## src/rtl/rv_pkg.sv

```systemverilog
// Shared constants for the RV32I ADDI datapath slice: widths, opcode/funct3
// encodings for ADDI, and the default reset PC.
package rv_pkg;

    localparam int unsigned RV_XLEN     = 32;
    localparam int unsigned RV_REG_AW   = 5;
    localparam int unsigned RV_NUM_REGS = 32;

    localparam logic [6:0] OPC_OP_IMM = 7'b0010011;
    localparam logic [2:0] F3_ADDI    = 3'b000;

    localparam logic [RV_XLEN-1:0] RV_RESET_PC = 32'h8000_0000;

endpackage : rv_pkg

```

## src/rtl/rv_regfile.sv

```systemverilog
// 32 x XLEN register file: two combinational read ports, one synchronous
// write port, x0 hardwired to zero, asynchronous active-low clear.
// Ports:
//   clk, rst_n            clock and async active-low clear
//   raddr1_i / rdata1_o   read port 1 (combinational)
//   raddr2_i / rdata2_o   read port 2 (combinational)
//   we_i, waddr_i, wdata_i  write port, captured on rising clk
// A read of the register being written in the same cycle returns the old value.
module rv_regfile
    import rv_pkg::*;
(
    input  logic                 clk,
    input  logic                 rst_n,
    input  logic [RV_REG_AW-1:0] raddr1_i,
    output logic [RV_XLEN-1:0]   rdata1_o,
    input  logic [RV_REG_AW-1:0] raddr2_i,
    output logic [RV_XLEN-1:0]   rdata2_o,
    input  logic                 we_i,
    input  logic [RV_REG_AW-1:0] waddr_i,
    input  logic [RV_XLEN-1:0]   wdata_i
);

    // x0 has no storage; index 0 is never written and reads as zero.
    logic [RV_XLEN-1:0] regs_q [1:RV_NUM_REGS-1];

    // Write port with async clear.
    always_ff @(posedge clk or negedge rst_n) begin
        if (!rst_n) begin
            for (int i = 1; i < int'(RV_NUM_REGS); i++) begin
                regs_q[i] <= '0;
            end
        end else if (we_i && (waddr_i != '0)) begin
            regs_q[waddr_i] <= wdata_i;
        end
    end

    // Read ports.
    always_comb begin
        rdata1_o = '0;
        rdata2_o = '0;
        if (raddr1_i != '0) begin
            rdata1_o = regs_q[raddr1_i];
        end
        if (raddr2_i != '0) begin
            rdata2_o = regs_q[raddr2_i];
        end
    end

endmodule : rv_regfile

```

## src/rtl/rv_addi_datapath.sv

```systemverilog
// Single-cycle RV32I datapath slice executing ADDI: PC register, field decode,
// register file and adder. The host supplies the instruction word each cycle.
// Ports:
//   clk, rst_n  rising-edge clock, async active-low reset
//   inst        instruction word for the current PC
//   pc          current program counter (registered)
//   src1, src2  register file values of rs1 = inst[19:15], rs2 = inst[24:20]
//   rd          destination field inst[11:7]
//   imm         sign-extended I-type immediate inst[31:20]
//   sum         src1 + imm
module rv_addi_datapath
    import rv_pkg::*;
#(
    parameter logic [31:0] RESET_PC = RV_RESET_PC,
    parameter int unsigned XLEN     = RV_XLEN
) (
    input  logic            clk,
    input  logic            rst_n,
    input  logic [31:0]     inst,
    output logic [XLEN-1:0] pc,
    output logic [XLEN-1:0] src1,
    output logic [XLEN-1:0] src2,
    output logic [4:0]      rd,
    output logic [XLEN-1:0] imm,
    output logic [XLEN-1:0] sum
);

    logic [XLEN-1:0]      pc_q;
    logic [XLEN-1:0]      pc_d;
    logic [6:0]           opcode;
    logic [2:0]           funct3;
    logic [RV_REG_AW-1:0] rs1;
    logic [RV_REG_AW-1:0] rs2;
    logic                 wr_en;

    // PC: free-running +4, wraps modulo 2^XLEN.
    always_comb begin
        pc_d = pc_q + XLEN'(4);
    end

    always_ff @(posedge clk or negedge rst_n) begin
        if (!rst_n) begin
            pc_q <= XLEN'(RESET_PC);
        end else begin
            pc_q <= pc_d;
        end
    end

    // Field decode, applied to every encoding.
    always_comb begin
        opcode = inst[6:0];
        funct3 = inst[14:12];
        rs1    = inst[19:15];
        rs2    = inst[24:20];
        rd     = inst[11:7];
        imm    = {{(XLEN-12){inst[31]}}, inst[31:20]};
    end

    // Only ADDI writes back; rd == 0 is filtered here and again in the regfile.
    always_comb begin
        wr_en = (opcode == OPC_OP_IMM) && (funct3 == F3_ADDI) && (rd != 5'd0);
    end

    rv_regfile u_regfile (
        .clk      (clk),
        .rst_n    (rst_n),
        .raddr1_i (rs1),
        .rdata1_o (src1),
        .raddr2_i (rs2),
        .rdata2_o (src2),
        .we_i     (wr_en),
        .waddr_i  (rd),
        .wdata_i  (sum)
    );

    // ALU: plain modulo add, no flags.
    always_comb begin
        sum = src1 + imm;
    end

    assign pc = pc_q;

endmodule : rv_addi_datapath

```

## config.mk

```make
export PLATFORM = sky130hd
export DESIGN_NAME = rv_addi_datapath
export DESIGN_NICKNAME = d
export VERILOG_FILES = /design/src/rtl/rv_pkg.sv /design/src/rtl/rv_regfile.sv /design/src/rtl/rv_addi_datapath.sv
export SDC_FILE = /design/constraint.sdc
export NUM_CORES = 2
export LEC_CHECK = 0
export CAP_MARGIN = 40
export CELL_PAD_IN_SITES_DETAIL_PLACEMENT = 1
export CELL_PAD_IN_SITES_GLOBAL_PLACEMENT = 1
export CORE_MARGIN = 4
export CORE_UTILIZATION = 51
export DETAILED_ROUTE_END_ITERATION = 10
export PLACE_DENSITY = 0.8
export SYNTH_ARGS = -nofsm -noshare
export SYNTH_HDL_FRONTEND = slang
export SYNTH_SLANG_ARGS = --single-unit
```

## constraint.sdc

```tcl
create_clock -name clk -period 7.8 [get_ports clk]
set_input_delay 1.56 -clock clk [delete_from_list [all_inputs] [get_ports clk]]
set_output_delay 1.56 -clock clk [all_outputs]
set_load 0.02 [all_outputs]
```

After elaboration in Yosys (flattened, before gate mapping)

Index checks and enable logic that the tools add are counted.

Divide/modulo/power cells: 0
$mul: 0
Shifts and indexed selects: 0
Add/subtract/negate cells: 2
Bitwise logic cells: 3
Reductions and logical operators: 8
Order comparisons: 4
Eq/ne operators: 1
Multiplexer cells: 11

Operators by type and width:

| kind                                                                  | number |
|---|---|
| 992-bit bitwise mux                                                   | 1 |
| 32-bit binary-select mux with 5-bit select                            | 2 |
| 32-bit two-way mux                                                    | 7 |
| 32-bit demux with 5-bit select                                        | 1 |
| 32-bit by 3-bit adder with 32-bit output (second input constant)      | 1 |
| 32-bit adder                                                          | 1 |
| 6-bit greater-or-equal comparator (second input constant)             | 3 |
| 5-bit NOT with 6-bit output                                           | 3 |
| 5-bit nonzero test                                                    | 3 |
| 7-bit by 5-bit == test with 1-bit output (second input constant)      | 1 |
| 6-bit by 1-bit < comparator with 1-bit output (second input constant) | 1 |
| 1-bit logical AND                                                     | 4 |
| 3-bit logical NOT                                                     | 1 |

Output and inout bits: 165
Register bits: 1024
Memory bits (writable): 0
Memories kept: 0
ROM bits: 0
Input port bits: 34
Latch bits: 0

Logic depth before layout (Yosys ltp)

Word-level depth: 7
Mapped depth: 21
Depth with buffers taken out: 15

Hierarchy

From an unflattened synthesis, not the netlist that was laid out.

Cell total of the unflattened synthesis: 4083
Area, all modules: 56980.9 um^2

By module, submodules not included:

| module           | cells an instance | area each (um^2) | instances |
|---|---|---|---|
| rv_regfile       | 3665              | 53518.8          | 1 |
| rv_addi_datapath | 418               | 3462.1           | 1 |

Worst setup path after synthesis

Ideal clock, no wire load.

Path kind: input-to-output
Start point: input port inst[16]
End point: output port sum[22]
Arrival: 5909 ps
Path buffers: 5
Stages: 19
Data required time: 6240 ps
Slack: 331 ps
Cells stage by stage: buf_2 > buf_2 > clkbuf_1 > clkbuf_1 > mux4_2 > mux4_2 > mux2_2 > ha_1 > inv_1 > fa_1 > nor2b_1 > o31a_1 > o311ai_1 > a31oi_1 > nand2b_4 > a31oi_1 > xor2_1 > buf_2 > inv_1

Longest elaborated chain between the ends: 6
Elaborated cells between the ends (all ways): 7
Those cells by class: 1 x add/sub; 4 x mux; 1 x bitwise; 1 x reduce/logical

RTL lines:

| element                                               | line                   | RTL |
|---|---|---|
| from (decl)                                           | rv_addi_datapath.sv:19 | `input logic [31:0] inst,` |
| 5-bit NOT with 6-bit output (not written as such)     | rv_regfile.sv:42       | `rdata1_o = regs_q[raddr1_i];` |
| 32-bit binary-select mux with 5-bit select            | rv_regfile.sv:42       |  |
| 32-bit two-way mux (not written as such) (2 in a row) | rv_regfile.sv:42       |  |
| 32-bit two-way mux *                                  | rv_regfile.sv:41       | `if (raddr1_i != '0) begin` |
| via src1[0]                                           | rv_addi_datapath.sv:21 | `output logic [XLEN-1:0] src1,` |
| 32-bit adder *                                        | rv_addi_datapath.sv:78 | `sum = src1 + imm;` |
| to (decl)                                             | rv_addi_datapath.sv:25 | `output logic [XLEN-1:0] sum` |

Mark *: on every way through the listed nets, which the timed path passes. The rest lies on a longest branch. The select of a mux whose other input is x is not followed.

Worst setup path after layout

Start point: input port inst[15]
End point: output port sum[20]

Longest elaborated chain between the ends: 6
Elaborated cells between the ends (all ways): 7
Those cells by class: 1 x add/sub; 4 x mux; 1 x bitwise; 1 x reduce/logical

RTL lines:

| element                                               | line |
|---|---|
| 5-bit NOT with 6-bit output (not written as such)     | rv_regfile.sv:42 |
| 32-bit binary-select mux with 5-bit select            | rv_regfile.sv:42 |
| 32-bit two-way mux (not written as such) (2 in a row) | rv_regfile.sv:42 |
| 32-bit two-way mux *                                  | rv_regfile.sv:41 |
| 32-bit adder *                                        | rv_addi_datapath.sv:78 |

Every way passes the cells marked *; elsewhere a longest branch is shown, timed or not. The select of a mux whose other input is x is not followed.

==> flow_summary.ini <==
[status]
status = complete, no violations

[clock_network]
cts.clk_slew.worst_paths_ps = 60
clock_latency_ps = 750
holdBufCountCts = 0
cts_sinks = 1022
htree_levels = 3
clock_path_buffers = 3
cts_tree = done
cts_buffers = 111
cts_root_buffer = clkbuf_16

[yosys]
async_flop_share_pct = 100.0
syn_inst = 4525
netlist.top_cell.by_area = dfrtp_1
synth_top_area_share_pct = 46.68
ys_seq_area_share_pct = 46.73
synthesis.area_um2 = 54730
synth_edf_count = 0
yosys-top-cells-area = dfrtp_1 (47%), mux4_2 (23%), o21ai_0 (7.3%)
syn_area_per_cell_um2 = 12.10
ys.flop_type = dfrtp_1
ys_types = 69
ys_ff_latch = 1022
yosysWarnings = 0

[routing]
drc_errors = 0
viasPerCell = 7.021
num_vias = 42710
routed_wl_mm = 209.4
route.antenna.remaining_nets = 0
avgRoutedWirePerCell_um = 34.42
drt-pass1-iter-count = 5
drt_first_iter_violations = 4564

[finish]
area_growth_syn_to_layout_pct = 15.47
nets = 4667
final_common_cell = dfrtp_1
final_layout_size_suffix_gt1_share_pct = 29.82
utilization_pct = 59.70
final_cell_mix = dfrtp_1 (1,021), nand2_1 (820), o21ai_0 (797)
fill_cells = 10260
ff_latch_area_um2 = 25580
multiInputGateArea_um2 = 27300

[floorplanning]
chipWidth_um = 335.6
core_region_area_um2 = 105900
dieArea_um2 = 112600
num_io_pins = 199
die_height_um = 335.6
initial_core_util_pct = 51.70
rows = 119

[hold_path]
hp-class = reg2reg
min_path_cells = 1
min_to = pc[2]
hp-start = pc[2]

[timing]
relSlewSlack_pct = 20.38
post-route-period-util_pct = 98.22
final_hold_viol_count = 0
drv_slew = 0
worst_slack_ps = 138.8
setup_viol = 0
max_freq_mhz = 130.5
hold_ws_ps = 490.9
fin_skew_ps = 47.78
tightest_slew_ps = 1194
finalCriticalPeriod_ps = 7661

[global_route]
grt_antenna_before_repair = 12
grt_max_degree = 178
grt_pass1_wl_mm = 312.6
grt_pass1_vias = 46710
grt_use_total_pct = 37.55
grt-ovfl-total = 0

[setup_path]
cp_common_cell = buf_4
path_max_fanout = 19
cp_slowest_cell = mux4_2
reg2reg_to = u_regfile.regs_q[218]
critPathBufInv = 7
cp.required_ps = 6240
worstPathCellList = buf_12, buf_4, mux4_2, mux4_2, mux2_2, ha_1, o21a_1, o31a_1, o311ai_1, buf_4, a31oi_1, buf_4, nand2b_4, buf_4, xnor2_2, inv_1, clkdlybuf4s50_1
cpPeakStageDelay_ps = 560
r2r-start = u_regfile.regs_q[384]
start_kind = input pin
crit_type = in2out
worst-endpoint-arrival_ps = 6100
rrSetupSlack_ps = 2930
cp_top_family = buffers and inverters
reg2reg_depth = 18
cp-end-kind = primary output

[place]
place_ws_ps = -177.0
hpwlAfterDp_mm = 126.4
gp_congestion = 0.8715
port_buffers = 196

[power_and_ir_drop]
powerDensity_nw_per_um2 = 185.4
finalPower_mw = 11.72
ir_worst_vdd_mv = 0.1823
p_leak_nw = 28.04

[flow_run]
drv_cap = 0
-- layer usage --
| metal | global-route usage (%) | share of wire, % |
|---|---|---|
| met3 | 9.707 | 9.6 |
| met5 | 0 | 0.034 |
| met2 | 58.42 | 47 |
| met4 | 23.42 | 7.3 |
| met1 | 47.43 | 37 |
-- layout make-up --
cell class	count	share of cell area [%]
clock buffer	163	5.054
multi-input combinational	2973	43.20
clock inverter	38	0.7582
inverter	37	0.2217
antenna	5	0.01980
sequential	1022	40.47
tap	1391	2.754
timing repair buffer	455	7.525
-- how the worst max path moves through the flow --
stage	start	end	slack, ps	depth (start not counted)
after floorplan	inst[16]	sum[22]	330	19
after global placement	inst[15]	sum[31]	-120	15
after detailed placement	inst[15]	sum[25]	-180	17
after CTS	inst[15]	sum[13]	10	19
after global routing	inst[15]	sum[14]	-20	17
final	inst[15]	sum[20]	140	17
-- timing repair --
action	in CTS	in global routing
setup buffers	2	0
gates cloned	1	0
resized for setup	15	14
endpoints found under the setup margin	12	13
pin swaps	2	0
-- worst register-to-register path, stage by stage (launching register included) --
cell and delay [ps]:
dfrtp_1 390, mux4_2 490, mux4_2 490, mux2_2 310
ha_1 240, inv_1 100, fa_1 190, nor2b_1 70
o31a_1 360, o311ai_1 300, buf_4 180, a31oi_1 80
buf_4 180, o31ai_4 280, o21bai_1 150, xnor2_2 170
buf_4 170, buf_4 330, o21ai_0 190
-- power breakdown --
part | switching, mW | internal (mW)
Combinational | 0.656 | 0.318
Clock | 2.33 | 3.10
Sequential | 0.00606 | 5.31
-- state kept, by name, summed over array words and instances, names as in the netlist --
name	flops
u_regfile.regs_q	992
pc	30
-- cells in the mapped netlist, types with 5 or more instances --
master,n
nor2_1,37
o21ai_1,30
nand2b_1,6
a31oi_1,5
dfrtp_1,1021
o21ai_0,798
xor2_1,22
ha_1,32
nor4_1,5
clkbuf_2,6
buf_4,44
mux4_2,568
clkbuf_1,330
nor2b_1,5
buf_1,20
buf_6,7
a22o_1,31
o211ai_1,5
a21o_1,16
mux2i_1,43
nand2_1,851
nand3_1,53
a21oi_1,33
mux2_2,303
mux2_1,8
buf_2,87
xnor2_1,28
and3_1,6
nand4_1,10
nor3_1,15
inv_1,36
-- metrics by stage --
stage	cell area, µm²	setup TNS (ps)	cells
2_1_floorplan	54740	0	4526
3_3_place_gp	58750	-486.3	5848
3_5_place_dp	59380	-766.0	5875
4_1_cts	63140	0	6079
5_1_grt	63190	-26.30	6079
6_report	63200	0	6084
-- kinds of logic after synthesis --
kind of cell	Yosys count	share of synthesized area (%)
other	1	0.006851
AND/OR/NAND/NOR	1012	7.471
buffers and inverters	531	4.252
AO/OA/AOI/OAI	951	9.329
multiplexers	922	30.56
flip-flops	1022	46.73
XOR/XNOR	53	0.8893
adder cells (fa/ha/maj)	33	0.7681
No activity file was read; power rests on OpenSTA's default activity.
